--- config.mk ---
export PLATFORM = sky130hd
export DESIGN_NAME = clk_div_meter_flat
export DESIGN_NICKNAME = d
export VERILOG_FILES = /design/src/rtl/clk_div_meter_if.sv /design/src/rtl/clk_div_meter.sv /design/src/flat_wrapper.sv
export SDC_FILE = /design/constraint.sdc
export NUM_CORES = 1
export LEC_CHECK = 0
export BUFFER_PORTS_ARGS = -buffer_cell sky130_fd_sc_hd__buf_2
export CAP_MARGIN = 20
export CELL_PAD_IN_SITES_DETAIL_PLACEMENT = 0
export CELL_PAD_IN_SITES_GLOBAL_PLACEMENT = 1
export CORE_MARGIN = 2
export CORE_UTILIZATION = 35
export DETAILED_ROUTE_END_ITERATION = 10
export PLACE_DENSITY_LB_ADDON = 0.1
export SKIP_LAST_GASP = 1
export SLEW_MARGIN = 20
export SYNTH_ARGS = -nofsm -noshare
export SYNTH_HDL_FRONTEND = slang
export SYNTH_SLANG_ARGS = --single-unit
--- constraint.sdc ---
create_clock -name clk -period 4.65 [get_ports clk]
set_input_delay 0.2325 -clock clk [delete_from_list [all_inputs] [get_ports clk]]
set_output_delay 0.2325 -clock clk [all_outputs]
set_load 0.005 [all_outputs]
--- src/rtl/clk_div_meter_if.sv ---
// Measurement result bundle of clk_div_meter: period/high time, divider estimate, lock and timeout.
// With CLK_DIV_METER_AVG_EN defined the bundle also carries the 4-sample period average.
interface clk_div_meter_if #(
  parameter int unsigned CNT_W = 16
);
  logic [CNT_W-1:0] period;
  logic [CNT_W-1:0] high_cnt;
  logic [CNT_W-1:0] div_n_est;
  logic             meas_valid;
  logic             locked;
  logic             timeout;
`ifdef CLK_DIV_METER_AVG_EN
  logic [CNT_W-1:0] period_avg;
  logic             avg_valid;

  modport master (
    output period, high_cnt, div_n_est, meas_valid, locked, timeout, period_avg, avg_valid
  );
  modport slave (
    input period, high_cnt, div_n_est, meas_valid, locked, timeout, period_avg, avg_valid
  );
`else
  modport master (output period, high_cnt, div_n_est, meas_valid, locked, timeout);
  modport slave (input period, high_cnt, div_n_est, meas_valid, locked, timeout);
`endif
endinterface

--- src/rtl/clk_div_meter.sv ---
// Measures period and high time of an asynchronous divided clock in clk cycles, with lock
// detection and no-signal timeout. Optional period averaging via macro CLK_DIV_METER_AVG_EN.
module clk_div_meter #(
  parameter int unsigned CNT_W       = 16,
  parameter int unsigned SYNC_STAGES = 2,
  parameter int unsigned LOCK_CNT    = 4
) (
  input  logic            clk,
  input  logic            rst_n,
  input  logic            en_i,
  input  logic            sig_in_i,
  clk_div_meter_if.master meas_if
);

  localparam logic [CNT_W-1:0] CntMax    = '1;
  localparam logic [CNT_W-1:0] CntArmMax = CntMax - CNT_W'(1);
  localparam int unsigned      MatchW    = $clog2(LOCK_CNT);
  localparam logic [MatchW-1:0] MatchTop = MatchW'(LOCK_CNT - 1);

  typedef enum logic [1:0] {StIdle, StArm, StMeas} state_e;

  state_e                 state_q, state_d;
  logic [SYNC_STAGES-1:0] sync_q;
  logic                   s_d1_q, rise_q;
  logic [CNT_W-1:0]       cnt_q, cnt_d, hcnt_q, hcnt_d;
  logic [CNT_W-1:0]       period_q, period_d, high_q, high_d, div_q, div_d;
  logic                   pend_q, pend_d, match_q, match_d;
  logic                   mvalid_q, mvalid_d, locked_q, locked_d, timeout_q, timeout_d;
  logic [MatchW-1:0]      mcnt_q, mcnt_d;
  logic                   hist_clr;

  // rise_q and s_d1_q are aligned: both describe the same synchronized sample.
  always_ff @(posedge clk or negedge rst_n) begin
    if (!rst_n) begin
      sync_q <= '0;
      s_d1_q <= 1'b0;
      rise_q <= 1'b0;
    end else begin
      sync_q <= {sync_q[SYNC_STAGES-2:0], sig_in_i};
      s_d1_q <= sync_q[SYNC_STAGES-1];
      rise_q <= sync_q[SYNC_STAGES-1] & ~s_d1_q;
    end
  end

  always_ff @(posedge clk or negedge rst_n) begin
    if (!rst_n) begin
      state_q   <= StIdle;
      cnt_q     <= '0;
      hcnt_q    <= '0;
      period_q  <= '0;
      high_q    <= '0;
      div_q     <= '0;
      pend_q    <= 1'b0;
      match_q   <= 1'b0;
      mvalid_q  <= 1'b0;
      locked_q  <= 1'b0;
      timeout_q <= 1'b0;
      mcnt_q    <= '0;
    end else begin
      state_q   <= state_d;
      cnt_q     <= cnt_d;
      hcnt_q    <= hcnt_d;
      period_q  <= period_d;
      high_q    <= high_d;
      div_q     <= div_d;
      pend_q    <= pend_d;
      match_q   <= match_d;
      mvalid_q  <= mvalid_d;
      locked_q  <= locked_d;
      timeout_q <= timeout_d;
      mcnt_q    <= mcnt_d;
    end
  end

  always_comb begin
    state_d   = state_q;
    cnt_d     = cnt_q;
    hcnt_d    = hcnt_q;
    period_d  = period_q;
    high_d    = high_q;
    div_d     = div_q;
    pend_d    = 1'b0;
    match_d   = match_q;
    mvalid_d  = 1'b0;
    locked_d  = locked_q;
    timeout_d = timeout_q;
    mcnt_d    = mcnt_q;
    hist_clr  = 1'b0;
    if (!en_i) begin
      state_d   = StIdle;
      cnt_d     = '0;
      hcnt_d    = '0;
      locked_d  = 1'b0;
      timeout_d = 1'b0;
      mcnt_d    = '0;
      hist_clr  = 1'b1;
    end else begin
      // Outputs were captured last cycle; publish them together with the lock verdict.
      if (pend_q) begin
        mvalid_d  = 1'b1;
        timeout_d = 1'b0;
        if (!match_q) begin
          mcnt_d = '0;
        end else if (mcnt_q != MatchTop) begin
          mcnt_d = mcnt_q + MatchW'(1);
        end
        locked_d = (mcnt_d == MatchTop);
      end
      unique case (state_q)
        StIdle: begin
          cnt_d    = '0;
          hcnt_d   = '0;
          hist_clr = 1'b1;
          state_d  = StArm;
        end
        StArm: begin
          if (rise_q) begin
            cnt_d   = CNT_W'(1);
            hcnt_d  = CNT_W'(1);
            state_d = StMeas;
          end else if (cnt_q == CntArmMax) begin
            cnt_d     = '0;
            timeout_d = 1'b1;
            locked_d  = 1'b0;
            mcnt_d    = '0;
            hist_clr  = 1'b1;
          end else begin
            cnt_d = cnt_q + CNT_W'(1);
          end
        end
        StMeas: begin
          if (rise_q) begin
            period_d = cnt_q;
            high_d   = hcnt_q;
            div_d    = cnt_q - CNT_W'(1);
            match_d  = (cnt_q == period_q) && (hcnt_q == high_q);
            pend_d   = 1'b1;
            cnt_d    = CNT_W'(1);
            hcnt_d   = CNT_W'(1);
          end else if (cnt_q == CntMax) begin
            cnt_d     = '0;
            hcnt_d    = '0;
            timeout_d = 1'b1;
            locked_d  = 1'b0;
            mcnt_d    = '0;
            hist_clr  = 1'b1;
            state_d   = StArm;
          end else begin
            cnt_d  = cnt_q + CNT_W'(1);
            hcnt_d = hcnt_q + {{(CNT_W-1){1'b0}}, s_d1_q};
          end
        end
        default: state_d = StIdle;
      endcase
    end
  end

  assign meas_if.period     = period_q;
  assign meas_if.high_cnt   = high_q;
  assign meas_if.div_n_est  = div_q;
  assign meas_if.meas_valid = mvalid_q;
  assign meas_if.locked     = locked_q;
  assign meas_if.timeout    = timeout_q;

`ifdef CLK_DIV_METER_AVG_EN
  // Three older periods; the freshly captured period_q is the fourth term of the sum.
  logic [CNT_W-1:0] hist_q [3];
  logic [2:0]       navg_q;
  logic [CNT_W-1:0] avg_q;
  logic             avg_valid_q;
  logic [CNT_W+1:0] sum_w;

  assign sum_w = (CNT_W+2)'(hist_q[0]) + (CNT_W+2)'(hist_q[1]) + (CNT_W+2)'(hist_q[2])
               + (CNT_W+2)'(period_q);

  always_ff @(posedge clk or negedge rst_n) begin
    if (!rst_n) begin
      hist_q      <= '{default: '0};
      navg_q      <= '0;
      avg_q       <= '0;
      avg_valid_q <= 1'b0;
    end else if (hist_clr) begin
      hist_q      <= '{default: '0};
      navg_q      <= '0;
      avg_valid_q <= 1'b0;
    end else if (pend_q) begin
      hist_q[2]   <= hist_q[1];
      hist_q[1]   <= hist_q[0];
      hist_q[0]   <= period_q;
      avg_q       <= sum_w[CNT_W+1:2];
      navg_q      <= (navg_q == 3'd4) ? navg_q : navg_q + 3'd1;
      avg_valid_q <= (navg_q >= 3'd3);
    end
  end

  assign meas_if.period_avg = avg_q;
  assign meas_if.avg_valid  = avg_valid_q;
`else
  logic unused_hist_clr;
  assign unused_hist_clr = hist_clr;
`endif

endmodule

--- src/flat_wrapper.sv ---
// flat-port wrapper written by rule: the top's interface ports become plain ports
module clk_div_meter_flat 
#(
  parameter int unsigned CNT_W       = 16,
  parameter int unsigned SYNC_STAGES = 2,
  parameter int unsigned LOCK_CNT    = 4
)
  (clk, rst_n, en_i, sig_in_i, meas_if_period, meas_if_high_cnt, meas_if_div_n_est, meas_if_meas_valid, meas_if_locked, meas_if_timeout);
  clk_div_meter_if #(.CNT_W(CNT_W)) meas_if_i ();
  input  logic clk;
  input  logic rst_n;
  input  logic en_i;
  input  logic sig_in_i;
  output wire logic [$bits(meas_if_i.period)-1:0] meas_if_period;
  output wire logic [$bits(meas_if_i.high_cnt)-1:0] meas_if_high_cnt;
  output wire logic [$bits(meas_if_i.div_n_est)-1:0] meas_if_div_n_est;
  output wire logic [$bits(meas_if_i.meas_valid)-1:0] meas_if_meas_valid;
  output wire logic [$bits(meas_if_i.locked)-1:0] meas_if_locked;
  output wire logic [$bits(meas_if_i.timeout)-1:0] meas_if_timeout;
  assign meas_if_period = meas_if_i.period;
  assign meas_if_high_cnt = meas_if_i.high_cnt;
  assign meas_if_div_n_est = meas_if_i.div_n_est;
  assign meas_if_meas_valid = meas_if_i.meas_valid;
  assign meas_if_locked = meas_if_i.locked;
  assign meas_if_timeout = meas_if_i.timeout;
  clk_div_meter #(.CNT_W(CNT_W), .SYNC_STAGES(SYNC_STAGES), .LOCK_CNT(LOCK_CNT)) u_core (.clk(clk), .rst_n(rst_n), .en_i(en_i), .sig_in_i(sig_in_i), .meas_if(meas_if_i));
endmodule
==> flow_metrics.py, run 1 <==
metrics = {
    "clock_tree": {
        "clock-sinks": 93,
        "worstSkewPairLatency_ns": 0.36,
        "cts_root_buf": "clkbuf_16",
        "cts_buffers": 9,
        "path_clk_slew_ns": 0.07,
        "clockBufferDepth": 2,
        "cts_tree": "yes",
        "htree_levels": 3,
        "cts_resized": 0,
    },
    "timing": {
        "min_period_ns": 2.52,
        "finalSetupViolCount": 0,
        "fin_setup_tns_ns": 0,
        "rsz0062_at_grt": "false",
        "relSlewSlack": 0.450,
        "clock_skew_ns": 0.00977,
        "slew_viol_final": 0,
        "finalHoldViolCount": 0,
        "hold_slack_ns": 0.277,
        "max_freq_mhz": 397,
        "timing.final.crit_share": 0.541,
        "worstMarginPinSlew_ns": 0.826,
    },
    "synth": {
        "synth_most_common_cell": "dfrtp_1",
        "ys_types": 45,
        "async_reset_ff_frac": 1.00,
        "seq_area_frac_synth": 0.483,
        "yosys-top-cells-count": "dfrtp_1 (93), nand2_1 (53), xor2_1 (47), nor2_1 (34), mux2_2 (29)",
        "netlist_area_um2": 4810,
        "synth_area_per_cell_um2": 9.97,
        "synth-edff-count": 0,
        "ys_ff_latch": 93,
        "synth.largest_area_cell": "dfrtp_1",
        "synthCells": 483,
        "synth_top_area_share": 0.483,
        "synth.area.top_cells": "dfrtp_1 (48%), xor2_1 (8.5%), mux2_2 (6.8%)",
        "yosysWarnings": 0,
        "synth_ff_type": "dfrtp_1",
        "syn-num-nets": 496,
    },
    "drt": {
        "routed_wl_um": 12400,
        "post_drt_wl_per_cell_um": 17.6,
        "drc": 0,
        "drt-pass1-iter-count": 7,
        "drt-initial-drc-count": 178,
        "vias_per_cell": 5.10,
        "num_vias": 3588,
        "ant_nets": 0,
    },
    "run": {
        "maxCapViolations": 0,
    },
    "power": {
        "seqPwrFrac": 0.441,
        "internal_power_w": 0.00147,
        "power.switching_w": 0.000716,
        "ir_drop_uv": 202,
        "pwr-share-clk": 0.315,
        "power.density_nw_per_um2": 398,
        "p_leak_nw": 2.81,
        "power_frac_comb": 0.244,
        "netSwitchingFraction": 0.327,
    },
    "setup_path": {
        "cp_slowest_stage_delay_ns": 0.69,
        "cp_data_arrival_time_ns": 2.74,
        "path_cells": "nand4_1, nor4_1, a21oi_1, nor2_1, o21ai_0",
        "required_ns": 4.87,
        "critical-path-slowest-cell": "dfrtp_1",
        "r2r_slack_ns": 2.13,
        "cp.buffers_inverters": 0,
        "criticalPathCategory": "reg2reg",
        "start_kind": "flop",
        "critical-path-top-delay-family": "simple AND/OR/NAND/NOR gates",
        "path_max_fanout": 15,
        "endpoint_kind": "flop",
    },
    "layout": {
        "layout-drive-gt1-share": 0.207,
        "seq_area_um2": 2330,
        "nets": 535,
        "syn2layout_area_growth_pct": 14.1,
        "fillers": 1340,
        "fin_area_um2": 5500,
        "antenna_cells": 0,
        "multiInputGateArea_um2": 2310,
    },
    "hold_path": {
        "hp-class": "in2reg",
    },
    "placement": {
        "dpl.hpwl_um": 8730,
        "placed_area_um2": 5200,
        "port_buffers": 54,
        "place.gp.congestion": 0.840,
    },
    "grt": {
        "grt_use_total": 0.181,
        "grt_pass1_vias": 3578,
        "grt_remaining_overflow": 0,
        "grt_pass1_wl_um": 20100,
        "grt_max_degree": 54,
        "grt_antenna_before_repair": 0,
    },
    "floorplan": {
        "ios": 55,
        "start_util": 0.361,
        "die_w_um": 121,
        "dieArea_um2": 14700,
        "die_h_um": 121,
        "core_um2": 13300,
        "fp-row-count": 42,
    },
    "run_status": {
        "status": "complete, no violations",
    },
}
## kinds of logic after synthesis
logic type      share of synthesized area
buf+inv                            0.0403
flops                               0.483
simple gates                        0.184
xor+xnor                            0.118
fa+ha+maj                          0.0234
compound gates                     0.0811
mux                                0.0699
## stage by stage
stage / util / std cells / worst slack [ns] / power, W
final: 0.412 / 703 / 2.13 / 0.00219
after global routing: 0.412 / 703 / 1.78 / 0.00234
after CTS: 0.412 / 703 / 1.85 / 0.00222
after detailed placement: 0.390 / 685 / 1.89 / 0.00152
after global placement: 0.390 / 685 / 2.01 / 0.00152
after floorplan: - / 483 / 2.55 / 0.00131
## layout by cell type (no fill, tap or decap), types with 3 or more instances in the layout
| cell | n |
|---|---|
| ha_1 | 9 |
| and2_1 | 6 |
| nor3_1 | 12 |
| buf_4 | 5 |
| nand4_1 | 15 |
| inv_1 | 13 |
| nand3_1 | 14 |
| nor4_1 | 12 |
| mux2_2 | 29 |
| o22ai_1 | 9 |
| nor2b_1 | 6 |
| xor2_1 | 47 |
| clkbuf_16 | 9 |
| xnor2_1 | 18 |
| o211ai_1 | 4 |
| a21oi_1 | 10 |
| dfrtp_1 | 93 |
| nor2_1 | 33 |
| nand2_1 | 53 |
| and3_1 | 7 |
| or3_1 | 4 |
| a31oi_1 | 3 |
| o21a_1 | 3 |
| o21ai_0 | 28 |
| buf_2 | 53 |
## flip-flops by register name, indices dropped and copies added (netlist names), 2 cells and up
name                      cells
u_core.meas_if.high_cnt      16
u_core.meas_if.period        16
u_core.meas_if.div_n_est     16
u_core.mcnt_q                 2
u_core.state_q                2
u_core.sync_q                 2
u_core.hcnt_q                16
u_core.cnt_q                 16
## power groups by stage
stage                     combinational (W)  sequential [W]  clock (W)
final                              0.000534        0.000964   0.000689
after global routing               0.000612        0.000981   0.000747
after CTS                          0.000542        0.000967   0.000715
after detailed placement           0.000539        0.000983          0
after global placement             0.000539        0.000978          0
after floorplan                    0.000335        0.000977          0
## routing by layer
layer | track usage | share of wire | vias up
li1 | - | - | 1745
met1 | 0.239 | 0.45 | 1764
met2 | 0.295 | 0.49 | 66
met3 | 0.0404 | 0.037 | 13
met4 | 0.0596 | 0.016 | 0
met5 | 0 | 0 | -
## path summary, 6_finish.rpt
| kind | cells past startpoint | end | startpoint |
|---|---|---|---|
| setup / recovery | 5 | u_core.cnt_q[13] | u_core.cnt_q[4] |
| hold / removal | 3 | u_core.state_q[0] | en_i |
| setup reg to reg | 5 | u_core.cnt_q[13] | u_core.cnt_q[4] |
| hold reg to reg | 0 | u_core.sync_q[1] | u_core.sync_q[0] |
| max in group asynchronous | 3 | u_core.hcnt_q[11] | rst_n |
| min in group asynchronous | 2 | u_core.meas_if.div_n_est[1] | rst_n |
## what timing repair did
| item | 4_1_cts | 5_1_grt |
|---|---|---|
| hold buffers | 2 | 0 |
| hold endpoints to repair | 41 | 0 |
| setup buffers | 0 | 0 |
## worst register-to-register path: cells and delay by family (launching register included)
kind,cells,cell delay (ns)
simple gates,3,1.18
flops,1,0.69
compound gates,2,0.52
## final cells by class
type,count,share of cell area
clock buffer,11,0.0423
multi-input combinational,345,0.420
timing repair buffer,60,0.0587
tap,176,0.0401
clock inverter,5,0.00683
sequential,93,0.423
inverter,13,0.00888
Power figures use the tool's default switching activity.
==> inputs of run 2 (changes only) <==
--- a/config.mk
+++ b/config.mk
@@ -5,6 +5,7 @@
 export SDC_FILE = /design/constraint.sdc
 export NUM_CORES = 1
 export LEC_CHECK = 0
+export ABC_AREA = 1
 export BUFFER_PORTS_ARGS = -buffer_cell sky130_fd_sc_hd__buf_2
 export CAP_MARGIN = 20
 export CELL_PAD_IN_SITES_DETAIL_PLACEMENT = 0
==> constraint.sdc (replaced) <==
create_clock -name clk -period 2.45 [get_ports clk]
set_input_delay 0.1225 -clock clk [delete_from_list [all_inputs] [get_ports clk]]
set_output_delay 0.1225 -clock clk [all_outputs]
set_load 0.005 [all_outputs]
==> run 2 against run 1 <==
Effect of this change:
- final area rose by 4.4%
- worst setup slack got worse by 1.6 ns
- maximum frequency rose by 28%
- power rose by 95%
- first-iteration DRC count rose by 16%
- register-to-register slack got worse by 1.6 ns
- count of clock-buffer cells in the layout did not move
- non-clock buffer count rose by 3
- sequential share of layout area fell by 1.8 points
- critical path type unchanged
- largest power group unchanged
==> flow_metrics.py, run 2 <==
metrics = {
    "power": {
        "seqPwrFrac": 0.437,
        "netSwitchingFraction": 0.333,
        "pwr-share-clk": 0.298,
        "power.switching_w": 0.00142,
        "power_frac_comb": 0.266,
        "power.density_nw_per_um2": 744,
        "internal_power_w": 0.00285,
        "p_leak_nw": 2.83,
        "ir_drop_uv": 321,
    },
    "layout": {
        "antenna_cells": 0,
        "mostFrequentLayoutCells": "nand2_1 (145), dfrtp_1 (93), inv_1 (65)",
        "layout-drive-gt1-share": 0.160,
        "fin_util": 0.410,
        "syn2layout_area_growth_pct": 13.9,
        "fillers": 1478,
        "seq_area_um2": 2330,
        "layout_commonest_cell": "nand2_1",
        "nets": 686,
        "multiInputGateArea_um2": 2310,
    },
    "clock_tree": {
        "cts_buffers": 9,
        "clockBufferDepth": 2,
        "clock-sinks": 93,
        "cts_tree": "yes",
        "post_cts_buffers": 0,
        "cts_root_buf": "clkbuf_16",
        "worstSkewPairLatency_ns": 0.34,
        "path_clk_slew_ns": 0.06,
        "htree_levels": 3,
        "cts_resized": 0,
    },
    "grt": {
        "grt_max_degree": 68,
        "grt_antenna_before_repair": 0,
        "grt_remaining_overflow": 0,
        "grt_pass1_wl_um": 21500,
        "grt_pass1_vias": 4083,
        "grt_use_total": 0.182,
    },
    "setup_path": {
        "r2r_slack_ns": 0.49,
        "critical-path-top-delay-family": "simple AND/OR/NAND/NOR gates",
        "required_ns": 2.68,
        "cp_slowest_stage_delay_ns": 0.47,
        "r2r_cells": 9,
        "criticalPathCategory": "reg2reg",
        "start_kind": "flop",
        "critical-path-slowest-cell": "dfrtp_1",
        "path_max_fanout": 6,
        "cp.depth": 9,
        "crit_start": "u_core.cnt_q[0]",
        "endpoint_kind": "flop",
        "path_cells": "inv_1, ha_1, nand4_2, nor3_2, nand2_1, nor2_2, nand2_1, nand2_1, nand3_1",
        "cp_common_cell": "nand2_1",
        "cp.buffers_inverters": 1,
        "critPathCapture": "u_core.meas_if.div_n_est[12]",
        "rr_startpoint": "u_core.cnt_q[0]",
        "rr_endpoint": "u_core.meas_if.div_n_est[12]",
        "cp_data_arrival_time_ns": 2.19,
    },
    "synth": {
        "async_reset_ff_frac": 1.00,
        "syn-num-nets": 636,
        "ys_ff_latch": 93,
        "synth_ff_type": "dfrtp_1",
        "synthCells": 623,
        "synth-edff-count": 0,
        "ys_types": 39,
        "synth_top_area_share": 0.462,
        "seq_area_frac_synth": 0.462,
        "yosysWarnings": 0,
        "synth_most_common_cell": "nand2_1",
        "synth.area.top_cells": "dfrtp_1 (46%), nand2_1 (11%), inv_1 (4.8%)",
        "synth_area_per_cell_um2": 8.09,
        "netlist_area_um2": 5040,
        "yosys-top-cells-count": "nand2_1 (145), dfrtp_1 (93), inv_1 (65), nor2_1 (60), o21ai_0 (45)",
        "synth.largest_area_cell": "dfrtp_1",
    },
    "drt": {
        "routed_wl_um": 13000,
        "drc": 0,
        "vias_per_cell": 4.87,
        "post_drt_wl_per_cell_um": 15.2,
        "ant_nets": 0,
        "num_vias": 4166,
        "drt-pass1-iter-count": 4,
        "drt-initial-drc-count": 206,
    },
    "timing": {
        "finalSetupViolCount": 0,
        "finalHoldViolCount": 0,
        "rsz0062_at_grt": "false",
        "clock_skew_ns": 0.00894,
        "fin_setup_tns_ns": 0,
        "min_period_ns": 1.96,
        "max_freq_mhz": 509,
        "timing.final.crit_share": 0.801,
        "worstMarginPinSlew_ns": 0.884,
        "slew_viol_final": 0,
        "relSlewSlack": 0.411,
    },
    "run_status": {
        "status": "complete, no violations",
    },
    "hold_path": {
        "hp-class": "in2reg",
        "min_from": "en_i",
    },
    "floorplan": {
        "ios": 55,
        "dieArea_um2": 15400,
        "die_h_um": 124,
        "fp-row-count": 43,
        "start_util": 0.360,
        "die_w_um": 124,
        "core_um2": 14000,
    },
    "placement": {
        "place.gp.congestion": 0.806,
        "port_buffers": 54,
        "dpl.hpwl_um": 9590,
    },
    "run": {
        "maxCapViolations": 0,
    },
}
==> run 2: power groups by stage <==
stage | combinational (W) | clock [W] | sequential [W]
6_report | 0.00113 | 0.00127 | 0.00187
5_1_grt | 0.00130 | 0.00138 | 0.00189
4_1_cts | 0.00116 | 0.00131 | 0.00187
3_5_place_dp | 0.00115 | 0 | 0.00190
3_3_place_gp | 0.00114 | 0 | 0.00189
2_1_floorplan | 0.000722 | 0 | 0.00188
==> run 2: worst min path at each step <==
stage	to	slack, ns	cells past startpoint
final	u_core.meas_if.meas_valid	0.12	3
after detailed placement	u_core.sync_q[0]	0.24	1
after floorplan	u_core.cnt_q[0]	-0.17	0
after global routing	u_core.meas_if.meas_valid	0.14	3
after CTS	u_core.meas_if.meas_valid	0.11	3
after global placement	u_core.sync_q[0]	0.24	1
==> run 2: area by class of cell <==
type,instances,area share
Inverter,69,0.0451
Clock inverter,2,0.00218
Sequential cell,93,0.405
Timing Repair Buffer,63,0.0624
Multi-Input combinational cell,437,0.403
Clock buffer,11,0.0423
Tap cell,180,0.0392
==> run 2: logic make-up (layout without fill, tap and decap cells) <==
family,after synthesis,count (layout),share of synthesized area
AOI/OAI and AO/OA,86,86,0.0944
xor gates and xnor gates,41,41,0.0713
and+or+nand+nor,301,301,0.271
DFF,93,93,0.462
adders and majority gates,9,9,0.0223
buffers and inverters,93,145,0.0787
==> run 2: metrics by stage <==
| stage | total power (W) | hold WS [ns] | area, µm² | instances | setup slack [ns] |
|---|---|---|---|---|---|
| finish | 0.00427 | 0.118 | 5740 | 855 | 0.486 |
| CTS | 0.00434 | 0.108 | 5740 | 855 | 0.481 |
| floorplan | 0.00260 | -0.173 | 5040 | 623 | 0.825 |
| detailed placement | 0.00304 | 0.240 | 5460 | 840 | 0.488 |
| global placement | 0.00303 | 0.242 | 5460 | 840 | 0.494 |
| global route | 0.00458 | 0.144 | 5740 | 855 | 0.315 |
==> run 2: repair_timing <==
action	4_1_cts	5_1_grt
endpoints found under the setup margin	0	0
endpoints found under the hold margin	66	0
hold buffers	2	0
==> run 2: worst reg2reg max path: stages, from the launching register on <==
cell     delay, ns
dfrtp_1       0.47
inv_1         0.22
ha_1          0.26
nand4_2       0.18
nor3_2        0.22
nand2_1       0.13
nor2_2        0.18
nand2_1       0.08
nand2_1       0.06
nand3_1       0.06
==> run 2: routing by layer <==
metal,vias to the layer above,share of wire,wire [µm],track usage
li1,2088,-,-,-
met1,1993,0.52,6680,0.267
met2,69,0.44,5640,0.273
met3,16,0.028,368,0.0247
met4,0,0.021,272,0.0681
met5,-,0,0,0
==> inputs of run 3 (changes only) <==
--- a/config.mk
+++ b/config.mk
@@ -5,7 +5,7 @@
 export SDC_FILE = /design/constraint.sdc
 export NUM_CORES = 1
 export LEC_CHECK = 0
-export ABC_AREA = 1
+export ABC_AREA = 0
 export BUFFER_PORTS_ARGS = -buffer_cell sky130_fd_sc_hd__buf_2
 export CAP_MARGIN = 20
 export CELL_PAD_IN_SITES_DETAIL_PLACEMENT = 0
==> constraint.sdc (replaced) <==
create_clock -name clk -period 2 [get_ports clk]
set_input_delay 0.1 -clock clk [delete_from_list [all_inputs] [get_ports clk]]
set_output_delay 0.1 -clock clk [all_outputs]
set_load 0.005 [all_outputs]
==> run 3 against run 2 <==
Effect of this change:
- worst setup slack got worse by 0.47 ns
- clock skew shrank 0.0016 ns
- hold slack better by 0.031 ns
- first-iteration DRC count is 5.3% higher
- via count is 10% lower
- global-route usage barely moved
- sequential power grew 19%
- power rose by 25%
- maximum frequency is 0.96% lower
- largest cell class is now multi-input combinational cells
- highest routed layer unchanged
==> flow_metrics.py, run 3 (synthesis gave the netlist of run 1 again) <==
metrics = {
    "run_status": {
        "status": "complete, no violations",
    },
    "drt": {
        "drt-initial-drc-count": 217,
        "post_drt_wl_per_cell_um": 16.5,
        "num_vias": 3750,
        "drt-pass1-iter-count": 5,
        "ant_nets": 0,
        "drc": 0,
        "vias_per_cell": 4.95,
        "routed_wl_um": 12500,
    },
    "timing": {
        "min_period_ns": 1.98,
        "fin_setup_tns_ns": 0,
        "max_freq_mhz": 504,
        "clock_skew_ns": 0.00737,
        "relSlewSlack": 0.607,
        "finalSetupViolCount": 0,
        "timing.final.crit_share": 0.991,
        "worstMarginPinSlew_ns": 0.588,
        "slew_viol_final": 0,
        "finalHoldViolCount": 0,
        "hold_slack_ns": 0.149,
        "rsz0062_at_grt": "true",
    },
    "floorplan": {
        "dieArea_um2": 14700,
        "start_util": 0.361,
        "core_um2": 13300,
        "die_w_um": 121,
        "die_h_um": 121,
        "ios": 55,
        "fp-row-count": 42,
    },
    "setup_path": {
        "r2r_cells": 6,
        "rr_endpoint": "u_core.meas_if.div_n_est[15]",
        "required_ns": 2.23,
        "endpoint_kind": "flop",
        "r2r_slack_ns": 0.02,
        "path_max_fanout": 3,
        "crit_start": "u_core.cnt_q[3]",
        "cp_data_arrival_time_ns": 2.21,
        "rr_startpoint": "u_core.cnt_q[3]",
        "critPathCapture": "u_core.meas_if.div_n_est[15]",
        "start_kind": "flop",
        "criticalPathCategory": "reg2reg",
    },
    "placement": {
        "place.gp.congestion": 0.826,
        "port_buffers": 54,
        "dpl.hpwl_um": 9100,
        "placed_area_um2": 5630,
    },
    "layout": {
        "fillers": 1328,
        "fin_area_um2": 6050,
        "layout_commonest_cell": "dfrtp_1",
        "layout-drive-gt1-share": 0.313,
        "nets": 592,
        "syn2layout_area_growth_pct": 25.7,
        "antenna_cells": 0,
        "mostFrequentLayoutCells": "dfrtp_1 (93), buf_4 (60), buf_2 (53)",
    },
    "grt": {
        "grt_max_degree": 44,
        "grt_pass1_wl_um": 20300,
        "grt_pass1_vias": 3839,
        "grt_remaining_overflow": 0,
        "grt_use_total": 0.182,
        "grt_antenna_before_repair": 0,
    },
    "hold_path": {
        "hp-class": "in2reg",
    },
    "clock_tree": {
        "htree_levels": 3,
        "clock-sinks": 93,
        "cts_tree": "yes",
        "cts_buffers": 9,
        "path_clk_slew_ns": 0.06,
        "clockBufferDepth": 2,
        "cts_root_buf": "clkbuf_16",
        "worstSkewPairLatency_ns": 0.35,
    },
    "power": {
        "ir_drop_uv": 415,
        "p_leak_nw": 3.12,
        "power.density_nw_per_um2": 883,
    },
    "run": {
        "maxCapViolations": 0,
    },
}
run 3: metrics by stage:
step                      utilization  worst slack, ns  total power [W]  instances
after CTS                       0.446          0.00455          0.00534        756
after global routing            0.453          -0.0812          0.00570        758
after global placement          0.421          -0.0831          0.00370        737
after floorplan                     -           0.0124          0.00309        483
after detailed placement        0.421           -0.129          0.00371        737
final                           0.453           0.0173          0.00534        758
run 3: critical path, stage by stage (launching register included):
cell and delay, ns:
dfrtp_1 0.40, buf_4 0.15, or4_4 0.55, nor4_4 0.17, or3b_1 0.38, xor2_1 0.14, o21ai_1 0.07
run 3: final cells by class:
| cell class | instances | area, µm² | area share |
|---|---|---|---|
| multi-input cells | 345 | 2420 | 0.401 |
| flip-flops and latches | 93 | 2330 | 0.385 |
| repair buffers | 117 | 776 | 0.128 |
| clock buffers | 9 | 225 | 0.0372 |
| well taps | 176 | 220 | 0.0364 |
| inverters | 13 | 48.8 | 0.00806 |
| clock inverters | 5 | 30.0 | 0.00496 |
run 3: how the worst min path moves through the flow:
stage / slack, ns / start / endpoint / cells after the start
2_1_floorplan: -0.20 / rst_n / u_core.cnt_q[0] / 0
3_3_place_gp: 0.05 / rst_n / u_core.meas_if.div_n_est[1] / 1
3_5_place_dp: 0.05 / rst_n / u_core.meas_if.div_n_est[1] / 1
4_1_cts: 0.14 / en_i / u_core.hcnt_q[0] / 3
5_1_grt: 0.17 / en_i / u_core.state_q[1] / 2
6_report: 0.15 / en_i / u_core.state_q[0] / 3
run 3: report_power, final:
part	internal (W)	switching [W]	leakage, nW
Combinational	0.000702	0.000869	1.73
Clock	0.000821	0.000717	0.123
Sequential	0.00210	0.000134	1.27
run 3: routing by layer:
layer / GRT usage / vias up / share of wire
li1: - / 1853 / -
met1: 0.240 / 1811 / 0.48
met2: 0.292 / 70 / 0.47
met3: 0.0320 / 16 / 0.032
met4: 0.0783 / 0 / 0.020
met5: 0 / - / 0
run 3: what timing repair did:
action                                  CTS  global route
pin swaps                                 2             6
buffers inserted                          3             2
gates resized for setup                   8            15
endpoints found under the hold margin    27             0
hold buffers                              2             0
endpoints found under the setup margin   25            16
